`src/rtl/load_fetch_unit_if.sv`:
```
// Bundled load-request, memory-read and result signals of the load fetch unit.
// slave: the fetch unit itself; master: the core/memory/translator side driving it.
interface load_fetch_unit_if #(
  parameter int unsigned WIDTH      = 32,
  parameter int unsigned ADDR_WIDTH = 32
);
  logic                  ld_valid;
  logic                  ld_ready;
  logic [ADDR_WIDTH-1:0] ld_addr;
  logic [1:0]            ld_size;
  logic                  ld_sign_ext;
  logic                  mem_req;
  logic [ADDR_WIDTH-1:0] mem_addr;
  logic                  mem_gnt;
  logic                  mem_rvalid;
  logic [WIDTH-1:0]      mem_rdata;
  logic                  out_valid;
  logic                  out_ready;
  logic [WIDTH-1:0]      out_data;
  logic [1:0]            out_addr_key;
  logic [1:0]            out_size;
  logic                  out_sign_ext;
  logic                  busy;
  logic                  ld_error;

  modport slave (
    input  ld_valid, ld_addr, ld_size, ld_sign_ext, mem_gnt, mem_rvalid, mem_rdata, out_ready,
    output ld_ready, mem_req, mem_addr, out_valid, out_data, out_addr_key, out_size,
           out_sign_ext, busy, ld_error
  );

  modport master (
    output ld_valid, ld_addr, ld_size, ld_sign_ext, mem_gnt, mem_rvalid, mem_rdata, out_ready,
    input  ld_ready, mem_req, mem_addr, out_valid, out_data, out_addr_key, out_size,
           out_sign_ext, busy, ld_error
  );
endinterface

```
`src/rtl/load_fetch_unit.sv`:
```
// Load path front end: one outstanding word-aligned read over req/gnt + rvalid, result held
// for the translator. Define LOAD_TIMEOUT_EN to abort loads that exceed TIMEOUT cycles.
module load_fetch_unit #(
  parameter int unsigned WIDTH      = 32,
  parameter int unsigned ADDR_WIDTH = 32,
  parameter int unsigned TIMEOUT    = 15
) (
  input logic              clk,
  input logic              reset,
  load_fetch_unit_if.slave bus
);

  typedef enum logic [1:0] {StIdle, StReq, StWait, StResp} state_e;

  state_e                state_q, state_d;
  logic [ADDR_WIDTH-1:0] addr_q;
  logic [1:0]            size_q;
  logic                  sign_q;
  logic [WIDTH-1:0]      data_q, data_d;
  logic                  capture;
  logic                  timeout;

  if (TIMEOUT == 0) begin : g_timeout_check
    $error("TIMEOUT must be non-zero");
  end

  always_comb begin
    state_d       = state_q;
    data_d        = data_q;
    capture       = 1'b0;
    bus.ld_ready  = 1'b0;
    bus.mem_req   = 1'b0;
    bus.out_valid = 1'b0;
    unique case (state_q)
      StIdle: begin
        bus.ld_ready = 1'b1;
        if (bus.ld_valid) begin
          capture = 1'b1;
          state_d = StReq;
        end
      end
      StReq: begin
        // An aborting request is withdrawn so no grant can land on a dead load.
        bus.mem_req = ~timeout;
        if (timeout) begin
          data_d  = '0;
          state_d = StResp;
        end else if (bus.mem_gnt) begin
          state_d = StWait;
        end
      end
      StWait: begin
        if (bus.mem_rvalid) begin
          data_d  = bus.mem_rdata;
          state_d = StResp;
        end else if (timeout) begin
          data_d  = '0;
          state_d = StResp;
        end
      end
      StResp: begin
        bus.out_valid = 1'b1;
        if (bus.out_ready) begin
          bus.ld_ready = 1'b1;
          if (bus.ld_valid) begin
            capture = 1'b1;
            state_d = StReq;
          end else begin
            state_d = StIdle;
          end
        end
      end
      default: state_d = StIdle;
    endcase
  end

  always_ff @(posedge clk or posedge reset) begin
    if (reset) begin
      state_q <= StIdle;
      data_q  <= '0;
      addr_q  <= '0;
      size_q  <= '0;
      sign_q  <= 1'b0;
    end else begin
      state_q <= state_d;
      data_q  <= data_d;
      if (capture) begin
        addr_q <= bus.ld_addr;
        size_q <= bus.ld_size;
        sign_q <= bus.ld_sign_ext;
      end
    end
  end

  assign bus.mem_addr     = {addr_q[ADDR_WIDTH-1:2], 2'b00};
  assign bus.out_data     = data_q;
  assign bus.out_addr_key = addr_q[1:0];
  assign bus.out_size     = size_q;
  assign bus.out_sign_ext = sign_q;
  assign bus.busy         = (state_q != StIdle);

`ifdef LOAD_TIMEOUT_EN
  localparam int unsigned CntW = ($clog2(TIMEOUT + 1) > 4) ? $clog2(TIMEOUT + 1) : 4;

  logic [CntW-1:0] cnt_q;
  logic            err_q;
  logic            in_flight;

  assign in_flight = (state_q == StReq) || (state_q == StWait);
  // Fires on the TIMEOUT-th REQ/WAIT cycle, counting the first REQ cycle as zero.
  assign timeout   = in_flight && (cnt_q == CntW'(TIMEOUT - 1));

  always_ff @(posedge clk or posedge reset) begin
    if (reset) begin
      cnt_q <= '0;
      err_q <= 1'b0;
    end else begin
      if (capture) begin
        cnt_q <= '0;
      end else if (in_flight) begin
        cnt_q <= cnt_q + 1'b1;
      end
      // Returning data in the timeout cycle wins over the abort.
      if ((state_q == StResp) && bus.out_ready) begin
        err_q <= 1'b0;
      end else if (timeout && !((state_q == StWait) && bus.mem_rvalid)) begin
        err_q <= 1'b1;
      end
    end
  end

  assign bus.ld_error = err_q;
`else
  assign timeout      = 1'b0;
  assign bus.ld_error = 1'b0;
`endif

endmodule

```
`src/flat_wrapper.sv`:
```
// flat-port wrapper written by rule: the top's interface ports become plain ports
module load_fetch_unit_flat 
#(
  parameter int unsigned WIDTH      = 32,
  parameter int unsigned ADDR_WIDTH = 32,
  parameter int unsigned TIMEOUT    = 15
)
  (clk, reset, bus_ld_valid, bus_ld_addr, bus_ld_size, bus_ld_sign_ext, bus_mem_gnt, bus_mem_rvalid, bus_mem_rdata, bus_out_ready, bus_ld_ready, bus_mem_req, bus_mem_addr, bus_out_valid, bus_out_data, bus_out_addr_key, bus_out_size, bus_out_sign_ext, bus_busy, bus_ld_error);
  load_fetch_unit_if #(.WIDTH(WIDTH), .ADDR_WIDTH(ADDR_WIDTH)) bus_i ();
  input logic clk;
  input logic reset;
  input wire logic [$bits(bus_i.ld_valid)-1:0] bus_ld_valid;
  input wire logic [$bits(bus_i.ld_addr)-1:0] bus_ld_addr;
  input wire logic [$bits(bus_i.ld_size)-1:0] bus_ld_size;
  input wire logic [$bits(bus_i.ld_sign_ext)-1:0] bus_ld_sign_ext;
  input wire logic [$bits(bus_i.mem_gnt)-1:0] bus_mem_gnt;
  input wire logic [$bits(bus_i.mem_rvalid)-1:0] bus_mem_rvalid;
  input wire logic [$bits(bus_i.mem_rdata)-1:0] bus_mem_rdata;
  input wire logic [$bits(bus_i.out_ready)-1:0] bus_out_ready;
  output wire logic [$bits(bus_i.ld_ready)-1:0] bus_ld_ready;
  output wire logic [$bits(bus_i.mem_req)-1:0] bus_mem_req;
  output wire logic [$bits(bus_i.mem_addr)-1:0] bus_mem_addr;
  output wire logic [$bits(bus_i.out_valid)-1:0] bus_out_valid;
  output wire logic [$bits(bus_i.out_data)-1:0] bus_out_data;
  output wire logic [$bits(bus_i.out_addr_key)-1:0] bus_out_addr_key;
  output wire logic [$bits(bus_i.out_size)-1:0] bus_out_size;
  output wire logic [$bits(bus_i.out_sign_ext)-1:0] bus_out_sign_ext;
  output wire logic [$bits(bus_i.busy)-1:0] bus_busy;
  output wire logic [$bits(bus_i.ld_error)-1:0] bus_ld_error;
  assign bus_i.ld_valid = bus_ld_valid;
  assign bus_i.ld_addr = bus_ld_addr;
  assign bus_i.ld_size = bus_ld_size;
  assign bus_i.ld_sign_ext = bus_ld_sign_ext;
  assign bus_i.mem_gnt = bus_mem_gnt;
  assign bus_i.mem_rvalid = bus_mem_rvalid;
  assign bus_i.mem_rdata = bus_mem_rdata;
  assign bus_i.out_ready = bus_out_ready;
  assign bus_ld_ready = bus_i.ld_ready;
  assign bus_mem_req = bus_i.mem_req;
  assign bus_mem_addr = bus_i.mem_addr;
  assign bus_out_valid = bus_i.out_valid;
  assign bus_out_data = bus_i.out_data;
  assign bus_out_addr_key = bus_i.out_addr_key;
  assign bus_out_size = bus_i.out_size;
  assign bus_out_sign_ext = bus_i.out_sign_ext;
  assign bus_busy = bus_i.busy;
  assign bus_ld_error = bus_i.ld_error;
  load_fetch_unit #(.WIDTH(WIDTH), .ADDR_WIDTH(ADDR_WIDTH), .TIMEOUT(TIMEOUT)) u_core (.clk(clk), .reset(reset), .bus(bus_i));
endmodule
```
`config.mk`:
```
export PLATFORM = sky130hd
export DESIGN_NAME = load_fetch_unit_flat
export DESIGN_NICKNAME = d
export VERILOG_FILES = /design/src/rtl/load_fetch_unit_if.sv /design/src/rtl/load_fetch_unit.sv /design/src/flat_wrapper.sv
export SDC_FILE = /design/constraint.sdc
export NUM_CORES = 1
export LEC_CHECK = 0
export BUFFER_PORTS_ARGS = -buffer_cell sky130_fd_sc_hd__buf_4
export CAP_MARGIN = 20
export CORE_ASPECT_RATIO = 0.6
export CORE_MARGIN = 1.5
export CORE_UTILIZATION = 30
export DETAILED_ROUTE_END_ITERATION = 10
export GPL_TIMING_DRIVEN = 0
export PLACE_DENSITY = 0.58
export SYNTH_ARGS = -nofsm -noshare
export SYNTH_HDL_FRONTEND = slang
export SYNTH_SLANG_ARGS = --single-unit
```
`constraint.sdc`:
```
create_clock -name clk -period 2.5 [get_ports clk]
set_clock_uncertainty 0.2 [all_clocks]
set_input_delay 0.25 -clock clk [delete_from_list [all_inputs] [get_ports clk]]
set_output_delay 0.25 -clock clk [all_outputs]
set_load 0.05 [all_outputs]
```
==> key figures <==
Placement
  – RePlAce Congestion: 0.667
  – Inst Count DP: 444
  – Number of port buffers: 143
  – Detailed Place HPWL: 4760 µm
  – Placed Area: 0.00413 mm²

Outcome
  – Status: completed

Global route
  – Initial antenna violation count: 0
  – Largest net degree at the start of global routing: 70
  – Total GRT Usage: 0.150
  – Vias in the first global route: 2326
  – First-pass GRT wire length: 11600 µm
  – GRT overflow: 0

Floorplan
  – Initial Util: 0.311
  – Die Y: 78.9 µm
  – Area of the die: 0.0102 mm²
  – Core box area: 0.00926 mm²
  – Ports: 147
  – Rows: 27
  – Die width: 130 µm

Timing
  – Relative slew slack: 0.435
  – RSZ-0062 raised after global routing: false
  – Period minus WS final: 2.07 ns
  – Final Hold Fails: 0
  – FMAX: 0.483 GHz
  – Worst-margin pin slew: 0.847 ns
  – Slew Limit Fails: 0
  – Final setup viols: 0
  – Share of the clock period used by the worst path: 0.828
  – WHS: 0.0584 ns

Worst setup path
  – CP Cell Sequence: inv_1 -> ha_1 -> nor2_2 -> and2_4 -> buf_6 -> buf_12 -> mux2_4
  – Worst setup SP type: register
  – Worst-path fanout max: 10
  – Crit path arrival time: 2.08 ns
  – Top delay family on crit path: buffers and inverters
  – R2R Setup Slk: 0.43 ns
  – Slowest stage delay, CP: 0.40 ns
  – Slowest stage cell, crit path: dfrtp_1
  – Critical path required time: 2.51 ns
  – CP bufs+invs: 3
  – Kind of critical path: reg2reg
  – Worst setup EP type: register

Clock network
  – CTS Hold Bufs: 68
  – Clock tree buffer depth: 2
  – Clock root buffer: clkbuf_16
  – CTS tree: yes
  – Worst skew pair latency: 0.32 ns
  – CTS buffer count: 9
  – H-tree depth: 3
  – Clk slew on worst S/H paths: 0.05 ns
  – Post-CTS setup buffer count: 0
  – Post_cts resized: 0
  – Clock sink total: 69

Finish
  – Fin nets: 472
  – Area Growth Syn to Fin: 76.7%
  – Post-route insts no fill: 526
  – Fillers: 784
  – N_diodes: 0
  – Layout cells sized above 1: 0.598
  – Final instance area: 0.00509 mm²

Pwr
  – Pwr Density: 1560 mW/mm²
  – Maximum VDD drop: 0.000866 V
  – Static leakage: 2.46 nW
  – Overall power: 7.93 mW

Drt
  – Via Count: 2181
  – Iteration-0 DRC Markers: 79
  – Overall routed net length: 7380 µm
  – Detail Route Antenna Nets: 0
  – Via density: 4.15
  – Avg WL per Cell: 14.0 µm
  – Remaining DRCs: 0
  – 1st-pass router iterations: 4

Yosys
  – Post-synth cell types: 19
  – Top-area cell type share of the netlist area: 0.599
  – Post-synth EDFFs: 0
  – Async S/R FF share, synth: 1.00
  – Seq/Total Area, Yosys: 0.599
  – Mapped Area: 0.00288 mm²
  – Mean post-synth cell area: 17.1 µm²
  – Cells after Synth: 169
  – Yosys reg bits: 69
  – Ys Warns: 0
  – Area contributors post-synth: dfrtp_1 (60%), mux2_4 (16%), mux2_2 (15%)
  – Post-synth top area cell: dfrtp_1
  – Most used DFF post-synth: dfrtp_1

Hold path
  – Hold Path Class: in2reg

Job
  – Max Cap Viol: 0
-- flip-flops by register name, summed over array words and instances (netlist names) --
| signal | flops |
|---|---|
| u_core.state_q | 2 |
| u_core.bus.out_size | 2 |
| u_core.bus.out_data | 32 |
| u_core.bus.out_sign_ext | 1 |
| u_core.addr_q | 32 |
-- cell type report --
class                   instances  area (µm²)  area share
well taps                     130         163      0.0319
multi-input cells              88        1040       0.204
plain buffers                  10         109      0.0214
clock buffers                  12         246      0.0484
inverters                       4        17.5     0.00344
repair buffers                211        1750       0.344
clock inverters                 2        35.0     0.00688
flip-flops and latches         69        1730       0.339
-- metrics by stage --
stage / worst slack (ns) / TNS [ns] / util
2_1_floorplan: 0.122 / 0 / -
3_3_place_gp: -0.614 / -41.80 / 0.446
3_5_place_dp: 0.414 / 0 / 0.446
4_1_cts: 0.413 / 0 / 0.550
5_1_grt: 0.325 / 0 / 0.550
6_report: 0.429 / 0 / 0.550
-- cells in the final DEF, fill, tap and decap left out, types with 2 or more instances in the layout --
cell / count
clkbuf_1: 2
dlygate4sd3_1: 68
buf_4: 146
conb_1: 3
mux2_4: 30
mux2_2: 38
buf_2: 3
dfrtp_1: 69
clkbuf_16: 9
nand2b_1: 3
buf_12: 3
ha_1: 6
inv_1: 3
-- power by group --
part	internal [mW]	total (mW)	leakage, nW	switching, mW
clock network	0.786	1.21	0.139	0.424
registers	1.70	2.03	0.819	0.325
logic	1.79	4.69	1.50	2.90
total	4.28	7.93	2.46	3.65
-- worst register-to-register path, delay by kind of cell, from the launching register on --
| family | cells | cell delay (ns) |
|---|---|---|
| adders and majority gates | 1 | 0.34 |
| DFF | 1 | 0.40 |
| muxes | 1 | 0.31 |
| and+or+nand+nor | 2 | 0.28 |
| buffers and inverters | 3 | 0.43 |
-- synthesized netlist by cell type, types with 3 or more instances --
library cell,number
nand2b_1,3
buf_12,3
buf_2,3
mux2_4,30
inv_1,4
buf_4,3
mux2_2,38
dfrtp_1,69
ha_1,6
-- final timing paths --
check / start / to / cells past startpoint
min in group asynchronous: reset / u_core.addr_q[14] / 3
worst min register to register: u_core.addr_q[22] / u_core.addr_q[22] / 1
worst max register to register: u_core.state_q[0] / u_core.addr_q[1] / 7
worst min-delay path: bus_ld_valid / u_core.state_q[0] / 3
worst max-delay path: u_core.state_q[0] / u_core.addr_q[1] / 7
max in group asynchronous: reset / u_core.bus.out_data[9] / 3
-- kinds of logic (layout without fill, tap and decap cells) --
logic type,after synthesis,after routing,synth area share
buffers and inverters,14,239,0.0430
other,1,3,0.00130
AO/OA/AOI/OAI,5,5,0.0135
adder cells (fa/ha/maj),6,6,0.0261
multiplexers,68,68,0.305
AND/OR/NAND/NOR,6,6,0.0122
flip-flops,69,69,0.599
-- per-layer routing --
metal / share of wire / vias up / wire (µm) / track usage
met5: 0 / - / 0 / 0
met4: 0.012 / 0 / 90 / 0.0444
met3: 0.11 / 9 / 784 / 0.0788
met2: 0.44 / 110 / 3230 / 0.234
met1: 0.44 / 1041 / 3280 / 0.181
li1: - / 1021 / - / -
Note: power is estimated with default switching activity, not from simulation.
